### src/rtl/calc_pkg.sv
// Shared definitions for the calculator sequencer: operation modes, FSM
// state encoding and the request record layout {mode, b, a}.
package calc_pkg;

    localparam logic [1:0] MODE_ADD = 2'b00;
    localparam logic [1:0] MODE_SUB = 2'b01;
    localparam logic [1:0] MODE_MUL = 2'b10;
    localparam logic [1:0] MODE_SHL = 2'b11;

    localparam logic [2:0] S_IDLE  = 3'd0;
    localparam logic [2:0] S_DRIVE = 3'd1;
    localparam logic [2:0] S_WAIT  = 3'd2;
    localparam logic [2:0] S_CAPT  = 3'd3;
    localparam logic [2:0] S_RESP  = 3'd4;

    typedef enum logic [2:0] {
        ST_IDLE  = S_IDLE,
        ST_DRIVE = S_DRIVE,
        ST_WAIT  = S_WAIT,
        ST_CAPT  = S_CAPT,
        ST_RESP  = S_RESP
    } state_e;

    // Request record is {mode, b, a}: 2 mode bits plus two operands.
    function automatic int req_w(input int width);
        return 2 + 2 * width;
    endfunction

endpackage

### src/rtl/calc_req_fifo.sv
// Synchronous request FIFO; a push while full and a pop while empty are
// ignored. Read data is the current head (show-ahead).
module calc_req_fifo #(
    parameter int DEPTH = 4,
    parameter int DW    = 10
) (
    input  logic                     clk,
    input  logic                     rst,
    input  logic                     push_i,
    input  logic [DW-1:0]            wdata_i,
    input  logic                     pop_i,
    output logic [DW-1:0]            rdata_o,
    output logic                     full_o,
    output logic                     empty_o,
    output logic [$clog2(DEPTH):0]   count_o
);

    localparam int AW = $clog2(DEPTH);
    localparam logic [AW:0] FULL_CNT = (AW+1)'(DEPTH);

    logic [DW-1:0] mem_q [DEPTH];
    logic [AW-1:0] wr_q, rd_q;
    logic [AW:0]   cnt_q;
    logic          do_push, do_pop;

    assign full_o  = (cnt_q == FULL_CNT);
    assign empty_o = (cnt_q == '0);
    assign count_o = cnt_q;
    assign rdata_o = mem_q[rd_q];

    // Fullness is judged before any same-cycle pop, so a full FIFO refuses.
    assign do_push = push_i && !full_o;
    assign do_pop  = pop_i && !empty_o;

    always_ff @(posedge clk) begin
        if (rst) begin
            wr_q  <= '0;
            rd_q  <= '0;
            cnt_q <= '0;
        end else begin
            if (do_push) begin
                mem_q[wr_q] <= wdata_i;
                wr_q        <= wr_q + 1'b1;
            end
            if (do_pop)
                rd_q <= rd_q + 1'b1;
            cnt_q <= cnt_q + (AW+1)'(do_push) - (AW+1)'(do_pop);
        end
    end

endmodule

### src/rtl/calc_sequencer.sv
// Feeds buffered requests one at a time to the registered calculator and
// returns each captured {rco, c} in request order over a valid/ready channel.
module calc_sequencer
    import calc_pkg::*;
#(
    parameter int WIDTH = 4,
    parameter int DEPTH = 4,
    parameter int CNT_W = 8
) (
    input  logic             clk,
    input  logic             rst,
    input  logic             req_valid,
    output logic             req_ready,
    input  logic [WIDTH-1:0] req_a,
    input  logic [WIDTH-1:0] req_b,
    input  logic [1:0]       req_mode,
    output logic [WIDTH-1:0] calc_a,
    output logic [WIDTH-1:0] calc_b,
    output logic [1:0]       calc_modo,
    input  logic [WIDTH-1:0] calc_c,
    input  logic             calc_rco,
    output logic             rsp_valid,
    input  logic             rsp_ready,
    output logic [WIDTH-1:0] rsp_c,
    output logic             rsp_rco,
    output logic [1:0]       rsp_mode,
    output logic             busy,
    output logic [CNT_W-1:0] op_count
);

    localparam int RW = req_w(WIDTH);

    state_e                  state_q;
    logic [WIDTH-1:0]        calc_a_q, calc_b_q, rsp_c_q;
    logic [1:0]              calc_modo_q, rsp_mode_q;
    logic                    rsp_valid_q, rsp_rco_q;
    logic [CNT_W-1:0]        op_count_q;

    logic [RW-1:0]           fifo_wdata, fifo_rdata;
    logic                    fifo_full, fifo_empty, fifo_pop;
    logic [$clog2(DEPTH):0]  fifo_cnt;
    logic                    unused_cnt;

    assign fifo_wdata = {req_mode, req_b, req_a};
    assign fifo_pop   = (state_q == ST_IDLE) && !fifo_empty;
    assign unused_cnt = ^fifo_cnt;

    calc_req_fifo #(.DEPTH(DEPTH), .DW(RW)) u_fifo (
        .clk     (clk),
        .rst     (rst),
        .push_i  (req_valid),
        .wdata_i (fifo_wdata),
        .pop_i   (fifo_pop),
        .rdata_o (fifo_rdata),
        .full_o  (fifo_full),
        .empty_o (fifo_empty),
        .count_o (fifo_cnt)
    );

    assign req_ready = !fifo_full;
    assign calc_a    = calc_a_q;
    assign calc_b    = calc_b_q;
    assign calc_modo = calc_modo_q;
    assign rsp_valid = rsp_valid_q;
    assign rsp_c     = rsp_c_q;
    assign rsp_rco   = rsp_rco_q;
    assign rsp_mode  = rsp_mode_q;
    assign op_count  = op_count_q;
    assign busy      = (state_q != ST_IDLE);

    always_ff @(posedge clk) begin
        if (rst) begin
            state_q     <= ST_IDLE;
            calc_a_q    <= '0;
            calc_b_q    <= '0;
            calc_modo_q <= '0;
            rsp_valid_q <= 1'b0;
            rsp_c_q     <= '0;
            rsp_rco_q   <= 1'b0;
            rsp_mode_q  <= '0;
            op_count_q  <= '0;
        end else begin
            case (state_q)
                ST_IDLE: if (!fifo_empty) begin
                    calc_a_q    <= fifo_rdata[WIDTH-1:0];
                    calc_b_q    <= fifo_rdata[2*WIDTH-1:WIDTH];
                    calc_modo_q <= fifo_rdata[RW-1 -: 2];
                    state_q     <= ST_DRIVE;
                end
                // Calculator samples its inputs at the end of DRIVE; the
                // result is on calc_c/calc_rco during WAIT and CAPT.
                ST_DRIVE: state_q <= ST_WAIT;
                ST_WAIT:  state_q <= ST_CAPT;
                ST_CAPT: begin
                    rsp_c_q     <= calc_c;
                    rsp_rco_q   <= calc_rco;
                    rsp_mode_q  <= calc_modo_q;
                    rsp_valid_q <= 1'b1;
                    state_q     <= ST_RESP;
                end
                ST_RESP: if (rsp_ready) begin
                    rsp_valid_q <= 1'b0;
                    op_count_q  <= op_count_q + 1'b1;
                    state_q     <= ST_IDLE;
                end
                default: state_q <= ST_IDLE;
            endcase
        end
    end

endmodule

### config.mk
export PLATFORM = sky130hd
export DESIGN_NAME = calc_sequencer
export DESIGN_NICKNAME = d
export VERILOG_FILES = /design/src/rtl/calc_pkg.sv /design/src/rtl/calc_req_fifo.sv /design/src/rtl/calc_sequencer.sv
export SDC_FILE = /design/constraint.sdc
export NUM_CORES = 1
export LEC_CHECK = 0
export CORE_MARGIN = 10
export CORE_UTILIZATION = 45
export DETAILED_ROUTE_END_ITERATION = 12
export PLACE_DENSITY = 0.69
export RECOVER_POWER = 50
export SYNTH_ARGS = -nofsm -noshare
export SYNTH_HDL_FRONTEND = slang
export SYNTH_SLANG_ARGS = --single-unit
### constraint.sdc
create_clock -name clk -period 4.3 [get_ports clk]
set_input_delay 0.86 -clock clk [delete_from_list [all_inputs] [get_ports clk]]
set_output_delay 0.86 -clock clk [all_outputs]
set_load 0.03 [all_outputs]
### Word-level counts from Yosys, hierarchy flattened

Memory sizes are Yosys's and may differ from the RTL's. A register that Yosys moved wholly into a read port is not among the register bits.
Index checks and enable logic that the tools add are counted.

| storage, ports and cells | value |
|---|---|
| register bits | 26 |
| RAM bits | 40 |
| input bits | 19 |
| output and inout bits | 28 |
| word-level logic and storage cells | 44 |
| memories | 1 |

| operators by class | value |
|---|---|
| add/sub/neg operators | 5 |
| equal/unequal tests | 7 |
| mux-type cells | 8 |
| bitwise gates (word level) | 1 |
| reduce and logical (&&, ||, !) cells | 13 |

Memories:

| name | depth | width | rd ports | clocked after Yosys merged registers in | write ports | line | source |
|---|---|---|---|---|---|---|---|
| u_fifo.mem_q | 4 | 10 | 1 | 1 | 1 | calc_req_fifo.sv:21 | `logic [DW-1:0] mem_q [DEPTH];` |

Operators with widths:

| kind | count |
|---|---|
| one-hot mux 3 bit (5 select lines) | 1 |
| adder 8 x 1 -> 8 bit, second input constant | 1 |
| AND reduction 2 bit | 4 |
| == test 3 x 2 -> 1 bit, second input constant | 2 |
| == test 3 bit, second input constant | 2 |
| logical NOT 3 bit | 2 |
| 2-to-1 mux 3 bit | 2 |
| adder 2 x 1 -> 2 bit, second input constant | 2 |
| 2-to-1 mux 1 bit | 4 |
| != test 2 bit, second input constant | 2 |
| adder 3 x 1 -> 3 bit | 1 |
| == test 3 x 1 -> 1 bit, second input constant | 1 |
| logical AND 1 bit | 3 |
| nonzero test 3 bit | 1 |
| subtractor 3 x 1 -> 3 bit | 1 |
| logical NOT 1 bit | 2 |
| one-hot mux 1 bit (2 select lines) | 1 |
| nonzero test 2 bit | 1 |
| inverter 1 bit | 1 |

### Longest topological paths before layout

Gate-level depths: netlist of run 1.

| depth | value |
|---|---|
| word-level depth | 6 |
| mapped depth | 10 |
| mapped depth without buffers | 10 |

### Modules after synthesis

Synthesis of run 1 repeated with hierarchy kept, for this count alone.

| second synthesis, totals | value |
|---|---|
| cell total of the unflattened synthesis | 228 |
| area, all modules | 3,070.4 µm² |

By module, submodules not included:

| module | instances | cells each | area each (µm²) | seq. area each (µm²) |
|---|---|---|---|---|
| calc_req_fifo | 1 | 103 | 1,926.8 | 1,381.3 |
| calc_sequencer | 1 | 125 | 1,143.6 | 580.6 |

### Worst setup path before layout of run 1

No wires, ideal clock.

| timing path | value |
|---|---|
| path type | register to register |
| start point | register u_fifo.cnt_q[1], in the netlist u_fifo.count_o[1] |
| end point | register u_fifo.cnt_q[2], in the netlist u_fifo.count_o[2] |
| library setup time | 0.128 ns |
| arrival time | 1.926 ns |
| data required time | 4.172 ns |
| path slack | 2.246 ns |
| stages on the path, launching flop included | 10 |
| buffers on the path | 0 |
| period minus slack after synthesis | 2.054 ns |
| path through | dfxtp_1 > nor3_1 > nor2_1 > ha_1 > inv_1 > ha_1 > fa_1 > xnor2_1 > xnor2_1 > nor2_1 |

| on the way | value |
|---|---|
| longest elaborated chain between the ends | 5 |
| elaborated cells between the ends (all ways) | 9 |
| classes of those cells | add/sub (2); eq/ne (1); reduce/logical (6) |

Ends and longest elaborated chain:

| what | line | source |
|---|---|---|
| start, declared | calc_req_fifo.sv:23 | `logic [AW:0] cnt_q;` |
| start signal, assigned | calc_req_fifo.sv:47 | `cnt_q <= cnt_q + (AW+1)'(do_push) - (AW+1)'(do_pop);` |
| logical NOT 3 bit | calc_req_fifo.sv:27 | `assign empty_o = (cnt_q == '0);` |
| logical NOT 1 bit | calc_sequencer.sv:45 | `assign fifo_pop = (state_q == ST_IDLE) && !fifo_empty;` |
| logical AND 1 bit | calc_sequencer.sv:45 |  |
| via fifo_pop | calc_sequencer.sv:40 | `logic fifo_full, fifo_empty, fifo_pop;` |
| logical AND 1 bit | calc_req_fifo.sv:33 | `assign do_pop = pop_i && !empty_o;` |
| subtractor 3 x 1 -> 3 bit | calc_req_fifo.sv:47 |  |

The timed path passes the listed nets, and every way through them passes these cells.
A chain may end at the register's enable or synchronous reset.

### Worst setup path after layout of run 1

| timing path | value |
|---|---|
| start point | register state_q[2] |
| end point | output port busy |

| on the way | value |
|---|---|
| longest elaborated chain between the ends | 1 |

Ends and longest elaborated chain:

| what | line | source |
|---|---|---|
| start, declared | calc_sequencer.sv:33 | `state_e state_q;` |
| start signal, assigned | calc_sequencer.sv:73 | `state_q <= ST_IDLE;` |
| start signal, assigned | calc_sequencer.sv:88 | `state_q <= ST_DRIVE;` |
| start signal, assigned | calc_sequencer.sv:92 | `ST_DRIVE: state_q <= ST_WAIT;` |
| nonzero test 3 bit | calc_sequencer.sv:69 | `assign busy = (state_q != ST_IDLE);` |
| end, declared | calc_sequencer.sv:27 | `output logic busy,` |

No other way between the ends.

==> reports/metrics.csv, run 1 <==
stage,metric,value,unit
yosys,synth_top_area_frac,0.398,
grt,antenna_found_initial,0,
route,firstDrtPassIters,4,
flow_run,drv_cap,1,
placement,place.gp.congestion,0.780,
clocking,cts-root-buf,clkbuf_8,
pwr,power_per_cell_area,570,nW/um^2
setup_path,reg2reg_to,u_fifo.count_o[2],
die,start_util,0.470,
die,core.rowCount,29,
yosys,ys.flop_type,edfxtp_1,
yosys,netlist_area,3020,um^2
min_path,min_from,rsp_valid,
yosys,synthTopCellsByArea,"edfxtp_1, dfxtp_1, mux4_2, a21oi_1, ha_1",
setup_path,worstPathRequired,3440,ps
yosys,post_synth.cell_area_avg,13.3,um^2
route,routedWlPerCell,16.1,um
finish,drive_gt1_frac,0.104,
clocking,clock_latency,340,ps
sta,grt_setup_unrepaired,no,
status,violations,"capacitance limit, slew limit",
route,via_per_inst,5.40,
yosys,synth.largest_area_cell,edfxtp_1,
grt,grt_max_degree,40,
yosys,async_flop_share,0,
grt,grt_usage,0.116,
die,die-height,102,um
sta,max_slew_margin,-0.0878,
sta,worst_hold_slack,454,ps
min_path,min_delay_path_depth,2,
clocking,clkTransAtPathRegs,70,ps
grt,overflow,0,
route,drt_iter0_markers,76,
finish,fin_nets,301,
pwr,cellLeakagePower,0.00129,uW
yosys,synthCells,228,
die,die_w,102,um
finish,final_common_cell,edfxtp_1,
route,wl,5720,um
clocking,postCtsSetupRepairBufs,0,
clocking,cts-hold-fix-buffers,0,
setup_path,regToRegSetupSlack,1410,ps
route,vias,1924,
sta,tns,0,ps
die,io_pins,47,
setup_path,cp.arrival,2400,ps
setup_path,worst_setup_path_end_kind,output pin,
sta,worstMarginPinSlew,1630,ps
route,drc_errors,0,
clocking,cts.path.max_buffers,2,
finish,area_growth,22.2,%
sta,hold_violations,0,
clocking,post_cts_resize_count,0,
yosys,synth-seq-area-share,0.636,
sta,finalClockSkew,8.68,ps
route,detail-route-antenna-nets,0,
die,die-area,10400,um^2
yosys,synth-seq-cells,76,
setup_path,path_max_fanout,14,
finish,most-common-layout-cells,"edfxtp_1, dfxtp_1, clkdlybuf4s50_1",
sta,fin_crit,3260,ps
yosys,synth_warnings,0,
yosys,synth_cell_type_count,33,
pwr,peakVddDrop,0.289,mV
placement,port_buffers,46,
yosys,synth_nets,255,
min_path,hold_class,reg -> reg,
sta,fin_crit_sh,0.758,
die,core_area,6420,um^2
placement,dp_hpwl,4010,um
setup_path,r2r_start,state_q[2],
sta,fmax,307,MHz
setup_path,start_kind,register,
status,status,"complete, but fails checks",
clocking,cts_tree,built,
grt,grt_pass1_vias,1937,
setup_path,rr_worst_depth,10,
setup_path,path_class,reg -> out,
sta,setup_viol,0,
finish,antenna_cells,0,
clocking,cts_buffers,9,
min_path,hold_end,rsp_valid,
yosys,synth_edf_count,40,
grt,grt_pass1_wl,9390,um
clocking,cts.sinks,76,
sta,slew_violations,40,
clocking,htree_levels,3,
[registers in the layout (all words and copies together), names as in the netlist, 3 cells and up]
name            cells
calc_a              4
calc_b              4
op_count            8
rsp_c               4
state_q             3
u_fifo.count_o      3
u_fifo.mem_q       40
[kinds of logic after synthesis]
kind of cell    share of synthesized area
mux                                 0.105
flops                               0.636
fa+ha+maj                          0.0356
xor+xnor                           0.0116
compound gates                     0.0704
simple gates                        0.107
buf+inv                            0.0348
[cells in the mapped netlist (2+ instances only)]
library cell,instances
a21oi_1,20
and2_1,4
buf_2,3
clkbuf_1,8
dfxtp_1,36
edfxtp_1,40
ha_1,7
inv_1,11
mux2i_1,8
mux4_2,10
nand2_1,3
nand3_1,15
nor2_1,15
nor2b_1,3
nor3_1,3
nor4_1,2
o21ai_0,16
o31ai_1,2
or3_1,5
or4_1,2
xnor2_1,3
[worst max-delay path by stage]
stage	start	end
after floorplan	u_fifo.count_o[1]	u_fifo.count_o[2]
after global placement	state_q[2]	busy
after detailed placement	state_q[2]	busy
after CTS	state_q[2]	busy
after global routing	state_q[2]	busy
final	state_q[2]	busy
[critical path: stages, from the launching register on]
cell,delay (ps)
dfxtp_1,380
nor3_2,600
inv_1,370
clkdlybuf4s50_1,700
[metrics by stage]
step,cell area [um^2],total power [uW],util,worst slack [ps],std cells
floorplan,3020,1440,-,2250,228
global placement,3530,1660,0.550,1470,340
detailed placement,3530,1680,0.550,1430,340
CTS,3700,2140,0.576,1010,356
global route,3690,2240,0.575,829,356
finish,3690,2110,0.575,1040,356
[layer usage]
metal  global-route usage  wire length [um]
met1                0.129              2390
met2                0.192              2860
met3               0.0452               366
met4               0.0575               103
met5                    0                 0
[area by class of cell]
cell class	instances	area, um^2
clock buffer	9	124
clock inverter	7	43.8
fill	537	2730
inverter	11	41.3
multi-input combinational	128	995
sequential	76	1920
tap	77	96.3
timing repair buffer	48	472
[power breakdown]
part	internal [uW]	switching (uW)
Sequential	864	95.6
Clock	205	247
Combinational	310	384
Total	1380	727
No activity file was read; power rests on OpenSTA's default activity.
==> inputs of run 2 (changes only) <==
==> constraint.sdc (replaced) <==
create_clock -name clk -period 3.2 [get_ports clk]
set_input_delay 0.64 -clock clk [delete_from_list [all_inputs] [get_ports clk]]
set_output_delay 0.64 -clock clk [all_outputs]
set_load 0.03 [all_outputs]
==> reports/metrics.csv, run 2 (synthesized netlist as in run 1, its figures left out) <==
stage,metric,value,unit,change
status,status,"complete, but fails checks",,
status,violations,"capacitance limit, slew limit",,
grt,grt_util_met1,0.135,,+0.00639
sta,slew_violations,39,,-2.5%
route,via_per_inst,5.27,,-2.5%
placement,port_buffers,46,,unchanged
die,io_pins,47,,unchanged
finish,drive_gt1_frac,0.110,,+0.00638
finish,area_growth,24.0,%,
sta,setup_viol,0,,unchanged
clocking,cts.path.max_buffers,2,,unchanged
route,wl,5780,um,+0.91%
die,core.rowCount,29,,unchanged
grt,grtUsageMet2,0.182,,-0.0104
route,vias,1886,,-2.0%
setup_path,cp.arrival,2000,ps,-400 ps
min_path,hold_class,reg -> reg,,
die,core_area,6420,um^2,unchanged
finish,n_fill_cell,516,,-3.9%
route,drc_errors,0,,unchanged
clocking,cts-root-buf,clkbuf_8,,
finish,most-common-layout-cells,"edfxtp_1, dfxtp_1, clkdlybuf4s50_1",,
sta,tns,0,ps,unchanged
clocking,cts-hold-fix-buffers,0,,unchanged
route,drt_iter0_markers,74,,-2.6%
grt,overflow,0,,unchanged
finish,fin_nets,303,,+0.66%
grt,grt_pass1_wl,9290,um,-1.0%
setup_path,regToRegSetupSlack,740,ps,-670 ps
clocking,clkTransAtPathRegs,80,ps,about the same
clocking,postCtsSetupRepairBufs,0,,unchanged
die,die-area,10400,um^2,unchanged
pwr,pwr-share-seq,0.433,,-0.023
clocking,clock_latency,340,ps,about the same
clocking,cts_tree,built,,
pwr,cellLeakagePower,0.00132,uW,+2.4%
finish,regMostFlops,u_fifo.mem_q,,
clocking,cts_buffers,9,,unchanged
grt,grt_pass1_vias,1862,,-3.9%
setup_path,path_class,reg -> out,,
sta,worstMarginPinSlew,1640,ps,+9.15 ps
sta,max_slew_margin,-0.0939,,-0.00610
placement,dp_hpwl,3980,um,-0.70%
clocking,htree_levels,3,,unchanged
grt,grtUsageMet3,0.0540,,+0.00877
sta,fin_crit_sh,0.825,,
pwr,switching_share,0.325,,-0.0203
die,start_util,0.470,,unchanged
clocking,cts.sinks,76,,unchanged
sta,grt_setup_unrepaired,no,,
finish,antenna_cells,0,,unchanged
grt,top_usage_layer,met2,,
sta,fin_crit,2640,ps,
die,die-height,102,um,unchanged
finish,stdcell_area,3750,um^2,+1.4%
sta,fmax,379,MHz,
flow_run,drv_cap,1,,unchanged
die,die_w,102,um,unchanged
setup_path,worst_setup_path_end_kind,output pin,,
finish,final_common_cell,edfxtp_1,,
route,firstDrtPassIters,4,,unchanged
setup_path,start_kind,register,,
route,routedWlPerCell,16.1,um,+0.34%
pwr,power_frac_comb,0.318,,-0.011
route,detail-route-antenna-nets,0,,unchanged
placement,placed_cell_area,3540,um^2,+0.43%
pwr,power_per_cell_area,793,nW/um^2,+39%
setup_path,worstPathRequired,2560,ps,-880 ps
grt,antenna_found_initial,0,,unchanged
grt,grt_usage,0.116,,-0.000519
setup_path,path_max_fanout,14,,unchanged
clocking,post_cts_resize_count,0,,unchanged
pwr,peakVddDrop,0.415,mV,+44%
sta,hold_violations,0,,unchanged
pwr,p_switching,965,uW,+33%
pwr,clkPwrFrac,0.249,,+0.034
sta,finalClockSkew,10.4,ps,+1.73 ps
finish,largest_register_ffs,40,,unchanged
placement,place.gp.congestion,0.773,,-0.96%
pwr,intPower,2010,uW,+45%
grt,grt_max_degree,39,,-2.5%
run 2: cell count changes in the layout (fill, tap and decap cells not counted), sizes merged:
cell and change:
clkbuf +3, bufinv +1, clkinv -3, clkinvlp -1, buf +2
run 2: final timing paths:
path              start                 to  depth (start not counted)
max          state_q[2]               busy                          5
min           rsp_valid          rsp_valid                          2
max reg2reg  state_q[2]  u_fifo.count_o[2]                         12
min reg2reg   rsp_valid          rsp_valid                          2
run 2: stage by stage:
step	utilization	cells	worst slack, ps	power, uW	hold WS (ps)
floorplan	-	228	1150	1930	484
global placement	0.552	342	812	2250	445
detailed placement	0.552	342	712	2270	451
CTS	0.584	358	524	3010	462
global route	0.583	358	441	3160	479
finish	0.583	358	559	2970	462
run 2: metal layers:
metal	vias up	routed length (um)
met2	51	2800
met3	5	413
met5	-	0
li1	934	-
met4	0	49
met1	896	2520
run 2: power groups by stage:
stage	Combinational [uW]	Sequential, uW	Clock [uW]
after floorplan	544	1390	0
after global placement	938	1310	0
after detailed placement	956	1310	0
after CTS	959	1290	762
after global routing	1050	1310	800
final	943	1290	740
run 2: worst max-delay path: stages, from the launching register on:
cell,delay [ps]
dfxtp_1,470
nor3_2,80
buf_4,180
inv_1,60
buf_4,170
clkdlybuf4s50_1,700
run 2: final cells by class:
| type | instances | area (um^2) | area share |
|---|---|---|---|
| Sequential cell | 76 | 1920 | 0.513 |
| Inverter | 11 | 41.3 | 0.0110 |
| Tap cell | 77 | 96.3 | 0.0257 |
| Clock inverter | 4 | 47.5 | 0.0127 |
| Clock buffer | 12 | 158 | 0.0421 |
| Timing Repair Buffer | 50 | 487 | 0.130 |
| Multi-Input combinational cell | 128 | 995 | 0.266 |
